### config.mk
export PLATFORM = sky130hd
export DESIGN_NAME = io_display_ctrl_flat
export DESIGN_NICKNAME = d
export VERILOG_FILES = /design/src/rtl/io_display_ctrl_if.sv /design/src/rtl/io_display_ctrl.sv /design/src/flat_wrapper.sv
export SDC_FILE = /design/constraint.sdc
export NUM_CORES = 1
export LEC_CHECK = 0
export BUFFER_PORTS_ARGS = -buffer_cell sky130_fd_sc_hd__buf_2
export CAP_MARGIN = 30
export CORE_MARGIN = 5
export CORE_UTILIZATION = 30
export DETAILED_ROUTE_END_ITERATION = 16
export PLACE_DENSITY = 0.54
export SYNTH_ARGS = -nofsm -noshare
export SYNTH_HDL_FRONTEND = slang
export SYNTH_SLANG_ARGS = --single-unit
### constraint.sdc
create_clock -name CLK -period 3.3 [get_ports CLK]
set_clock_uncertainty 0.1 [all_clocks]
set_input_delay 0.495 -clock CLK [delete_from_list [all_inputs] [get_ports CLK]]
set_output_delay 0.495 -clock CLK [all_outputs]
set_load 0.05 [all_outputs]
### src/rtl/io_display_ctrl_if.sv
// ----------------------------------------------------------------------------
// io_display_ctrl_if
//   Processor IO port bundle between the MIPS core and io_display_ctrl.
//
//   Signals:
//     IOAddr       4-bit IO register address
//     IOWriteData  32-bit write data
//     IOWriteEn    write strobe, one CLK per write
//     IOReadData   32-bit read data, combinational from IOAddr
//
//   Modports:
//     master  processor side (drives address/write, receives read data)
//     slave   peripheral side (io_display_ctrl)
// ----------------------------------------------------------------------------
interface io_display_ctrl_if;
  logic [3:0]  IOAddr;
  logic [31:0] IOWriteData;
  logic        IOWriteEn;
  logic [31:0] IOReadData;

  modport master (
    output IOAddr,
    output IOWriteData,
    output IOWriteEn,
    input  IOReadData
  );

  modport slave (
    input  IOAddr,
    input  IOWriteData,
    input  IOWriteEn,
    output IOReadData
  );
endinterface

### src/rtl/io_display_ctrl.sv
// ----------------------------------------------------------------------------
// io_display_ctrl
//   Memory-mapped IO controller for a 4-digit multiplexed 7-segment display
//   and 8 slide switches.
//
//   Register map (IOAddr):
//     0x0 DATA   R/W  16-bit value shown as four hex digits
//     0x1 CTRL   R/W  4-bit digit enable mask (bit i enables digit i)
//     0x2 SW     RO   synchronized switches
//     0x3 FRAME  RO   8-bit scan frame counter
//     0x4-0xF         read as 0, writes ignored
//
//   Ports:
//     CLK      in   system clock
//     RESET    in   synchronous active-high reset
//     bus      slave modport of io_display_ctrl_if (IOAddr/IOWriteData/
//              IOWriteEn/IOReadData)
//     Sw       in   8 raw slide switches (asynchronous)
//     LED      out  7 segment cathodes, active-low, registered
//     AN       out  4 digit anodes, active-low one-hot, registered
//
//   Parameters:
//     SCAN_DIV      CLK cycles per digit slot (>= 2)
//     BLANK_CYCLES  dead-time cycles at the start of each slot (< SCAN_DIV),
//                   only used when IO_DISP_BLANK_EN is defined
//
//   Build option:
//     IO_DISP_BLANK_EN  when defined, blanks the display for the first
//                       BLANK_CYCLES cycles of every slot (anti-ghosting).
// ----------------------------------------------------------------------------
module io_display_ctrl #(
  parameter int SCAN_DIV     = 16384,
  parameter int BLANK_CYCLES = 64
) (
  input  logic                 CLK,
  input  logic                 RESET,
  io_display_ctrl_if.slave     bus,
  input  logic [7:0]           Sw,
  output logic [6:0]           LED,
  output logic [3:0]           AN
);

  localparam int                SLOT_W    = $clog2(SCAN_DIV);
  localparam logic [SLOT_W-1:0] SLOT_LAST = SLOT_W'(SCAN_DIV - 1);

  // Elaboration-time configuration checks.
  if (SCAN_DIV < 2) begin : g_bad_scan_div
    $error("io_display_ctrl: SCAN_DIV must be >= 2");
  end
  if (BLANK_CYCLES >= SCAN_DIV) begin : g_bad_blank
    $error("io_display_ctrl: BLANK_CYCLES must be < SCAN_DIV");
  end

  // Segment patterns, active-low, bit order {g,f,e,d,c,b,a}.
  function automatic logic [6:0] hex7(input logic [3:0] nib);
    case (nib)
      4'h0:    hex7 = 7'b1000000;
      4'h1:    hex7 = 7'b1111001;
      4'h2:    hex7 = 7'b0100100;
      4'h3:    hex7 = 7'b0110000;
      4'h4:    hex7 = 7'b0011001;
      4'h5:    hex7 = 7'b0010010;
      4'h6:    hex7 = 7'b0000010;
      4'h7:    hex7 = 7'b1111000;
      4'h8:    hex7 = 7'b0000000;
      4'h9:    hex7 = 7'b0010000;
      4'hA:    hex7 = 7'b0001000;
      4'hB:    hex7 = 7'b0000011;
      4'hC:    hex7 = 7'b1000110;
      4'hD:    hex7 = 7'b0100001;
      4'hE:    hex7 = 7'b0000110;
      default: hex7 = 7'b0001110;
    endcase
  endfunction

  logic [15:0]       r_data;
  logic [3:0]        r_ctrl;
  logic [7:0]        r_sw_meta;
  logic [7:0]        r_sw_sync;
  logic [SLOT_W-1:0] r_slot_cnt;
  logic [1:0]        r_digit;
  logic [7:0]        r_frame_cnt;
  logic [6:0]        r_led;
  logic [3:0]        r_an;

  logic              w_blank;
  logic              w_digit_on;
  logic [3:0]        w_nibble;
  logic [31:0]       w_rdata;

  // Register writes
  always_ff @(posedge CLK) begin
    if (RESET) begin
      r_data <= 16'h0000;
      r_ctrl <= 4'hF;
    end else if (bus.IOWriteEn) begin
      case (bus.IOAddr)
        4'h0:    r_data <= bus.IOWriteData[15:0];
        4'h1:    r_ctrl <= bus.IOWriteData[3:0];
        default: ;
      endcase
    end
  end

  // Two-flop switch synchronizer
  always_ff @(posedge CLK) begin
    if (RESET) begin
      r_sw_meta <= 8'h00;
      r_sw_sync <= 8'h00;
    end else begin
      r_sw_meta <= Sw;
      r_sw_sync <= r_sw_meta;
    end
  end

  // Scan sequencer: slot counter -> digit -> frame counter
  always_ff @(posedge CLK) begin
    if (RESET) begin
      r_slot_cnt  <= '0;
      r_digit     <= 2'd0;
      r_frame_cnt <= 8'd0;
    end else if (r_slot_cnt == SLOT_LAST) begin
      r_slot_cnt <= '0;
      r_digit    <= r_digit + 2'd1;
      if (r_digit == 2'd3) begin
        r_frame_cnt <= r_frame_cnt + 8'd1;
      end
    end else begin
      r_slot_cnt <= r_slot_cnt + 1'b1;
    end
  end

`ifdef IO_DISP_BLANK_EN
  assign w_blank = (r_slot_cnt < SLOT_W'(BLANK_CYCLES));
`else
  assign w_blank = 1'b0;
`endif

  // Output stage sees the live DATA/CTRL, so a write shows up one edge later
  // without waiting for a slot boundary.
  assign w_digit_on = r_ctrl[r_digit] & ~w_blank;
  assign w_nibble   = r_data[{r_digit, 2'b00} +: 4];

  // Output register
  always_ff @(posedge CLK) begin
    if (RESET) begin
      r_an  <= 4'hF;
      r_led <= 7'h7F;
    end else if (w_digit_on) begin
      r_an  <= ~(4'b0001 << r_digit);
      r_led <= hex7(w_nibble);
    end else begin
      r_an  <= 4'hF;
      r_led <= 7'h7F;
    end
  end

  assign AN  = r_an;
  assign LED = r_led;

  // Read mux
  always_comb begin
    w_rdata = 32'h0000_0000;
    case (bus.IOAddr)
      4'h0:    w_rdata = {16'h0000, r_data};
      4'h1:    w_rdata = {28'h0000000, r_ctrl};
      4'h2:    w_rdata = {24'h000000, r_sw_sync};
      4'h3:    w_rdata = {24'h000000, r_frame_cnt};
      default: w_rdata = 32'h0000_0000;
    endcase
  end

  assign bus.IOReadData = w_rdata;

endmodule

### src/flat_wrapper.sv
// flat-port wrapper written by rule: the top's interface ports become plain ports
module io_display_ctrl_flat 
#(
  parameter int SCAN_DIV     = 16384,
  parameter int BLANK_CYCLES = 64
)
  (CLK, RESET, Sw, LED, AN, bus_IOAddr, bus_IOWriteData, bus_IOWriteEn, bus_IOReadData);
  io_display_ctrl_if bus_i ();
  input  logic CLK;
  input  logic RESET;
  input  logic [7:0] Sw;
  output logic [6:0] LED;
  output logic [3:0] AN;
  input wire logic [$bits(bus_i.IOAddr)-1:0] bus_IOAddr;
  input wire logic [$bits(bus_i.IOWriteData)-1:0] bus_IOWriteData;
  input wire logic [$bits(bus_i.IOWriteEn)-1:0] bus_IOWriteEn;
  output wire logic [$bits(bus_i.IOReadData)-1:0] bus_IOReadData;
  assign bus_i.IOAddr = bus_IOAddr;
  assign bus_i.IOWriteData = bus_IOWriteData;
  assign bus_i.IOWriteEn = bus_IOWriteEn;
  assign bus_IOReadData = bus_i.IOReadData;
  io_display_ctrl #(.SCAN_DIV(SCAN_DIV), .BLANK_CYCLES(BLANK_CYCLES)) u_core (.CLK(CLK), .RESET(RESET), .bus(bus_i), .Sw(Sw), .LED(LED), .AN(AN));
endmodule
==> out/metrics.yaml, run 1 <==
syn_avg_cell_area_um2: 9.435
setup_ws_ps: 847.9
worstRegToRegCells: 5
layout_min_cycle_time_ps: 2452
diodes: 0
setup_tns_ps: 0
switching_power_uw: 457.2
cts_setup_buffers: 0
critPathMostFrequentCell: "buf_2"
syn2layout_area_growth_pct: 17.11
hpwl_mm: 5.464
ioPinCount: 90
drt-vias-per-instance: 4.621
drive_above_1_share_pct: 23.84
yosys_register_bits: 71
reg2reg_to: "u_core.LED[0]$_SDFF_PP1_"
critPathKind: "in2out"
seq_area_frac_synth_pct: 42.44
layout_common_cells: "dfxtp_1 (71), buf_2 (57), nand2_1 (47)"
grt_pass1_wl_mm: 11.99
clock_sinks: 71
layout.nets: 465
synth_cell_types: 44
wl_per_cell_um: 13.42
cts_tree: "built"
rsz0062_at_grt: "no"
grt_overflow: 0
drtIter0Drc: 78
cts_buffers: 9
tightest_slew_ps: 739.2
p_leak_uw: 0.001555
clk_pin_slew_ps: 70
postPlaceCellArea_um2: 3664
chipHeight_um: 115.7
p_comb_share_pct: 8.7
pwr-share-seq_pct: 45.3
cts-root-buf: "clkbuf_8"
start_util_pct: 30.76
first_pass_iters: 4
worstPathRequired_ps: 2700
htree_levels: 3
fin_area_um2: 3923
ctsResizeCount: 0
fill_cells: 1108
p_per_area_nw_per_um2: 498.8
pwr-share-clk_pct: 46.0
slew_viol_final: 0
hold_end: "u_core.r_sw_meta[6]$_SDFF_PP0_"
io_buffers: 57
grt_use_total_pct: 11.38
ctsHoldBuffers: 0
slew-limit-headroom_pct: 50.62
switching_share_pct: 23.37
reg2reg_from: "u_core.r_digit[0]$_SDFFE_PP0P_"
outcome: "completed"
hold_depth: 2
min_from: "Sw[6]"
drv_cap: 0
grt_pass1_vias: 2510
pre_cts_ws_ps: 852.3
crit_chain: "buf_2, nor4_4, and2_1, buf_2"
reg2reg_slack_ps: 1100
cp-end-kind: "output port"
dieArea_um2: 13380
worstPathArrival_ps: 1860
clk_latency_ps: 350
grt_max_degree: 43
synth_area_um2: 3349
place_congestion: 0.7544
intPower_uw: 1499
cp_top_family: "simple AND/OR/NAND/NOR gates"
hold_viol: 0
start_kind: "primary input"
ys_warn_count: 0
drt-total-wl_mm: 7.392
coreArea_um2: 10890
final_antenna_net_count: 0
cp_num_buf_inv: 2
setup-violations-final: 0
holdCritPathClass: "in2reg"
cts_max_path_buffers: 2
path_max_fanout: 14
ir_drop_v: 0.0002137
final_common_cell: "dfxtp_1"
cpPeakStageDelay_ps: 590
cpMaxStageDelayCell: "nor4_4"
fin_crit_sh_pct: 74.30
drc: 0
vias: 2546
rows: 38
antenna_found_initial: 0
die_w_um: 115.7
timing.fmax_mhz: 407.8
synthCells: 355
[state kept, by name, indices dropped and copies added (netlist names)]
name / cells
u_core.r_slot_cnt: 14
u_core.r_digit: 2
u_core.r_sw_sync: 8
u_core.r_sw_meta: 8
u_core.AN: 4
u_core.r_data: 16
u_core.LED: 7
u_core.r_frame_cnt: 8
u_core.r_ctrl: 4
[kinds of logic (layout without fill, tap and decap cells)]
| family | Yosys count | count (layout) | share of synthesized area, % |
|---|---|---|---|
| mux | 19 | 19 | 9.488 |
| xor+xnor | 15 | 15 | 3.922 |
| buf+inv | 45 | 86 | 7.845 |
| simple gates | 149 | 149 | 23.50 |
| fa+ha+maj | 12 | 12 | 4.483 |
| other cells | 1 | 16 | 0.1120 |
| flops | 71 | 71 | 42.44 |
| compound gates | 43 | 43 | 8.218 |
[stage by stage]
| stage | hold slack (ps) | instances | utilization, % | power (µW) |
|---|---|---|---|---|
| after floorplan | 313.8 | 370 | - | 1048 |
| after global placement | 322.3 | 535 | 33.65 | 1075 |
| after detailed placement | 322.0 | 535 | 33.65 | 1077 |
| after CTS | 238.4 | 551 | 36.03 | 1976 |
| after global routing | 233.3 | 551 | 36.03 | 2030 |
| final | 251.3 | 551 | 36.03 | 1957 |
[how the worst max path moves through the flow]
| stage | to | from | slack [ps] | cells past startpoint |
|---|---|---|---|---|
| 3_3_place_gp | bus_IOReadData[14] | bus_IOAddr[1] | 880 | 4 |
| 6_report | bus_IOReadData[14] | bus_IOAddr[1] | 850 | 4 |
| 2_1_floorplan | bus_IOReadData[1] | bus_IOAddr[1] | 990 | 3 |
| 3_5_place_dp | bus_IOReadData[14] | bus_IOAddr[1] | 850 | 4 |
| 5_1_grt | bus_IOReadData[14] | bus_IOAddr[1] | 770 | 4 |
| 4_1_cts | bus_IOReadData[14] | bus_IOAddr[1] | 860 | 4 |
[power groups by stage]
stage	combinational, µW	clock (µW)	sequential (µW)
final	169	900	887
after global routing	183	958	889
after CTS	170	918	887
after detailed placement	170	0	907
after global placement	168	0	907
after floorplan	121	0	927
[routing by layer]
| metal | global-route usage (%) | vias up | part of all wire (%) |
|---|---|---|---|
| met2 | 17.90 | 78 | 47 |
| met4 | 4.022 | 0 | 1.4 |
| met3 | 3.394 | 12 | 6.0 |
| met1 | 14.93 | 1191 | 46 |
| met5 | 0 | - | 0 |
| li1 | - | 1265 | - |
[area by class of cell]
cell class / count / area (µm²) / area share [%]
timing repair buffer: 60 / 307.8 / 7.847
sequential: 71 / 1421 / 36.24
multi-input combinational: 254 / 1722 / 43.89
clock inverter: 7 / 135.1 / 3.445
clock buffer: 9 / 123.9 / 3.158
tap: 140 / 175.2 / 4.466
inverter: 10 / 37.54 / 0.9569
[worst register-to-register path, cell delays in order, from the launching register on]
cell and delay [ps]:
dfxtp_1 440, mux4_1 700, ha_1 280, or3b_1 370, o221ai_1 80, nand2_1 80
[cell usage after synthesis, drive strengths merged]
| cell type | number | area share [%] |
|---|---|---|
| clkbuf | 10 | 1.2 |
| nor3b | 1 | 0.22 |
| o221ai | 6 | 1.6 |
| nor2b | 28 | 5.2 |
| and2 | 10 | 1.9 |
| a31oi | 4 | 0.75 |
| and3 | 1 | 0.19 |
| or2b | 1 | 0.22 |
| mux2i | 7 | 2.1 |
| nand2b | 3 | 0.56 |
| mux4 | 9 | 6.4 |
| xnor2 | 9 | 2.4 |
| xor2 | 6 | 1.6 |
| nand3 | 5 | 0.75 |
| a211o | 4 | 1.0 |
| and4 | 3 | 0.78 |
| dfxtp | 71 | 42 |
| o21ai | 2 | 0.30 |
| ha | 12 | 4.5 |
| nor4b | 1 | 0.26 |
| buf | 25 | 5.6 |
| nor4 | 3 | 1.4 |
| a21oi | 22 | 3.3 |
| nor2 | 33 | 3.7 |
| o211ai | 1 | 0.22 |
| or2 | 3 | 0.64 |
| or3b | 2 | 0.52 |
| nand2 | 47 | 5.3 |
| mux2 | 3 | 1.0 |
| a31o | 4 | 1.0 |
| conb | 1 | 0.11 |
| inv | 10 | 1.1 |
| nand4 | 5 | 1.1 |
| nor3 | 3 | 0.78 |
No activity file was read; power rests on OpenSTA's default activity.
==> run 2: changes to the inputs <==
PLACE_DENSITY = 0.55   (was 0.54)
clock period = 2 ns   (was 3.3 ns; I/O delays follow)
==> run 2 against run 1 <==
Net effect: global-route usage shrank 0.24 points; combinational power grew 74%; critical path type is now reg2out; first-iteration DRC count grew 120%; wire length grew 0.74%.
==> out/metrics.yaml, run 2 (synthesis results as in run 1) <==
outcome: "completed"  # unchanged
drtIter0Drc: 168  # was 78
clock_sinks: 71  # unchanged
largest_reg_flops: 16  # unchanged
rows: 38  # unchanged
cp-end-kind: "output port"  # unchanged
drt-total-wl_mm: 7.447  # was 7.392 mm
grt_overflow: 0  # unchanged
p_per_area_nw_per_um2: 758.2  # was 498.8 nW/µm²
ioPinCount: 90  # unchanged
wl_per_cell_um: 13.11  # was 13.42 µm
final_antenna_net_count: 0  # unchanged
cts-root-buf: "clkbuf_8"  # unchanged
p_total_uw: 3089  # was 1957 µW
hold_viol: 0  # unchanged
layout_common_cells: "dfxtp_1 (68), buf_2 (55), nand2_1 (47)"  # was dfxtp_1 (71), buf_2 (57), nand2_1 (47)
drc: 0  # unchanged
cpMaxStageDelayCell: "mux4_2"  # was nor4_4
ctsHoldBuffers: 0  # unchanged
drive_above_1_share_pct: 28.50  # was 23.84%
fill_cells: 1124  # was 1108
cp_num_buf_inv: 1  # was 2
holdCritPathClass: "in2reg"  # unchanged
cpPeakStageDelay_ps: 480  # was 590 ps
layout.nets: 483  # was 465
start_util_pct: 30.76  # unchanged
coreArea_um2: 10890  # unchanged
regMostFlops: "u_core.r_data"  # unchanged
critPathKind: "reg2out"  # was in2out
slew-limit-headroom_pct: 62.73  # was 50.62%
hpwl_mm: 5.646  # was 5.464 mm
tightest_slew_ps: 557.7  # was 739.2 ps
cts_max_path_buffers: 2  # unchanged
chipHeight_um: 115.7  # unchanged
io_buffers: 57  # unchanged
grt_pass1_wl_mm: 11.71  # was 11.99 mm
p_leak_uw: 0.001621  # was 0.001555 µW
grt_use_total_pct: 11.14  # was 11.38%
final_common_cell: "dfxtp_1"  # unchanged
timing.fmax_mhz: 516.2
htree_levels: 3  # unchanged
drt-vias-per-instance: 4.562  # was 4.621
post-route-util_pct: 37.42  # was 36.03%
diodes: 0  # unchanged
layout_min_cycle_time_ps: 1937
ir_drop_v: 0.0003423  # was 0.0002137 V
clk_pin_slew_ps: 70  # about the same
drv_cap: 0  # unchanged
cts_tree: "built"  # unchanged
worstPathArrival_ps: 1540  # was 1860 ps
reg2reg_slack_ps: 90  # was 1100 ps
syn2layout_area_growth_pct: 21.63  # was 17.11%
dieArea_um2: 13380  # unchanged
grt_pass1_vias: 2373  # was 2510
antenna_found_initial: 0  # unchanged
worstPathRequired_ps: 1600  # was 2700 ps
cts_buffers: 9  # unchanged
clk_latency_ps: 340  # was 350 ps
fin_area_um2: 4074  # was 3923 µm²
slew_viol_final: 0  # unchanged
grt_max_degree: 40  # was 43
start_kind: "flop"  # was primary input
reg_top3: "u_core.r_data x16, u_core.r_slot_cnt x14"  # unchanged
vias: 2591  # was 2546
die_w_um: 115.7  # unchanged
postPlaceCellArea_um2: 3796  # was 3664 µm²
crit_chain: "mux4_2, nor2b_1, buf_2"  # was buf_2, nor4_4, and2_1, buf_2
cp_top_family: "multiplexers"  # was simple AND/OR/NAND/NOR gates
first_pass_iters: 4  # unchanged
place_congestion: 0.7854  # was 0.7544
path_max_fanout: 3  # was 14
setup-violations-final: 0  # unchanged
fin_crit_sh_pct: 96.86
## run 2: changes by cell type in the layout (fill, tap and decap cells not counted), moves of 2 or more
cell      change
buf_12        +2
buf_2         -2
buf_4        +17
clkbuf_1      +2
clkinv_2      -2
dfxtp_1       -3
dfxtp_2       +2
ha_1          -2
mux4_1        -2
mux4_2        +2
## run 2: worst reg2reg max path, stage by stage (launching register included)
cell and delay [ps]:
dfxtp_4 380, mux4_2 560, ha_2 220, or3b_1 370, o221ai_1 80, nand2_1 80
## run 2: routing by layer
metal	vias up	part of all wire, %	wire length (µm)	track usage, %
met5	-	0	0	0
met4	0	1.6	119	3.635
met3	10	7.8	580	3.655
met2	75	46	3391	17.25
met1	1200	45	3355	14.75
li1	1306	-	-	-
## run 2: per-stage QoR
step                      std cells  TNS, ps  setup slack (ps)  hold slack (ps)
after CTS                       567        0             17.47            54.03
after global routing            568   -26.74            -22.40            53.05
after floorplan                 370        0             10.64            313.8
after global placement          552   -40.58            -38.27            319.3
final                           568        0             62.79            64.83
after detailed placement        552   -113.8            -67.63            323.3
## run 2: layout make-up
type	count	area, µm²	share of cell area [%]
flip-flops and latches	71	1428	35.04
well taps	140	175.2	4.300
clock buffers	11	131.4	3.225
inverters	10	37.54	0.9214
clock inverters	4	95.09	2.334
repair buffers	78	473.0	11.61
multi-input cells	254	1734	42.57
## run 2: what timing repair did
| action | 4_1_cts | 5_1_grt |
|---|---|---|
| gates resized for setup | 2 | 10 |
| endpoints found under the setup margin | 6 | 15 |
| pin swaps | 0 | 1 |
| hold endpoints to repair | 0 | 0 |
| buffers inserted | 0 | 1 |
## run 2: worst paths after layout
kind,from,to,cells after the start
setup / recovery,u_core.r_data[1]$_SDFFE_PP0P_,bus_IOReadData[1],3
hold / removal,Sw[4],u_core.r_sw_meta[4]$_SDFF_PP0_,2
setup reg to reg,u_core.r_digit[0]$_SDFFE_PP0P_,u_core.LED[0]$_SDFF_PP1_,5
hold reg to reg,u_core.r_sw_meta[7]$_SDFF_PP0_,u_core.r_sw_sync[7]$_SDFF_PP0_,1
## run 2: power breakdown
part	internal, µW	switching (µW)	leakage [µW]
clock	821	510	0.000113
sequential	1450	15.4	0.000581
combinational	88.6	206	0.000926
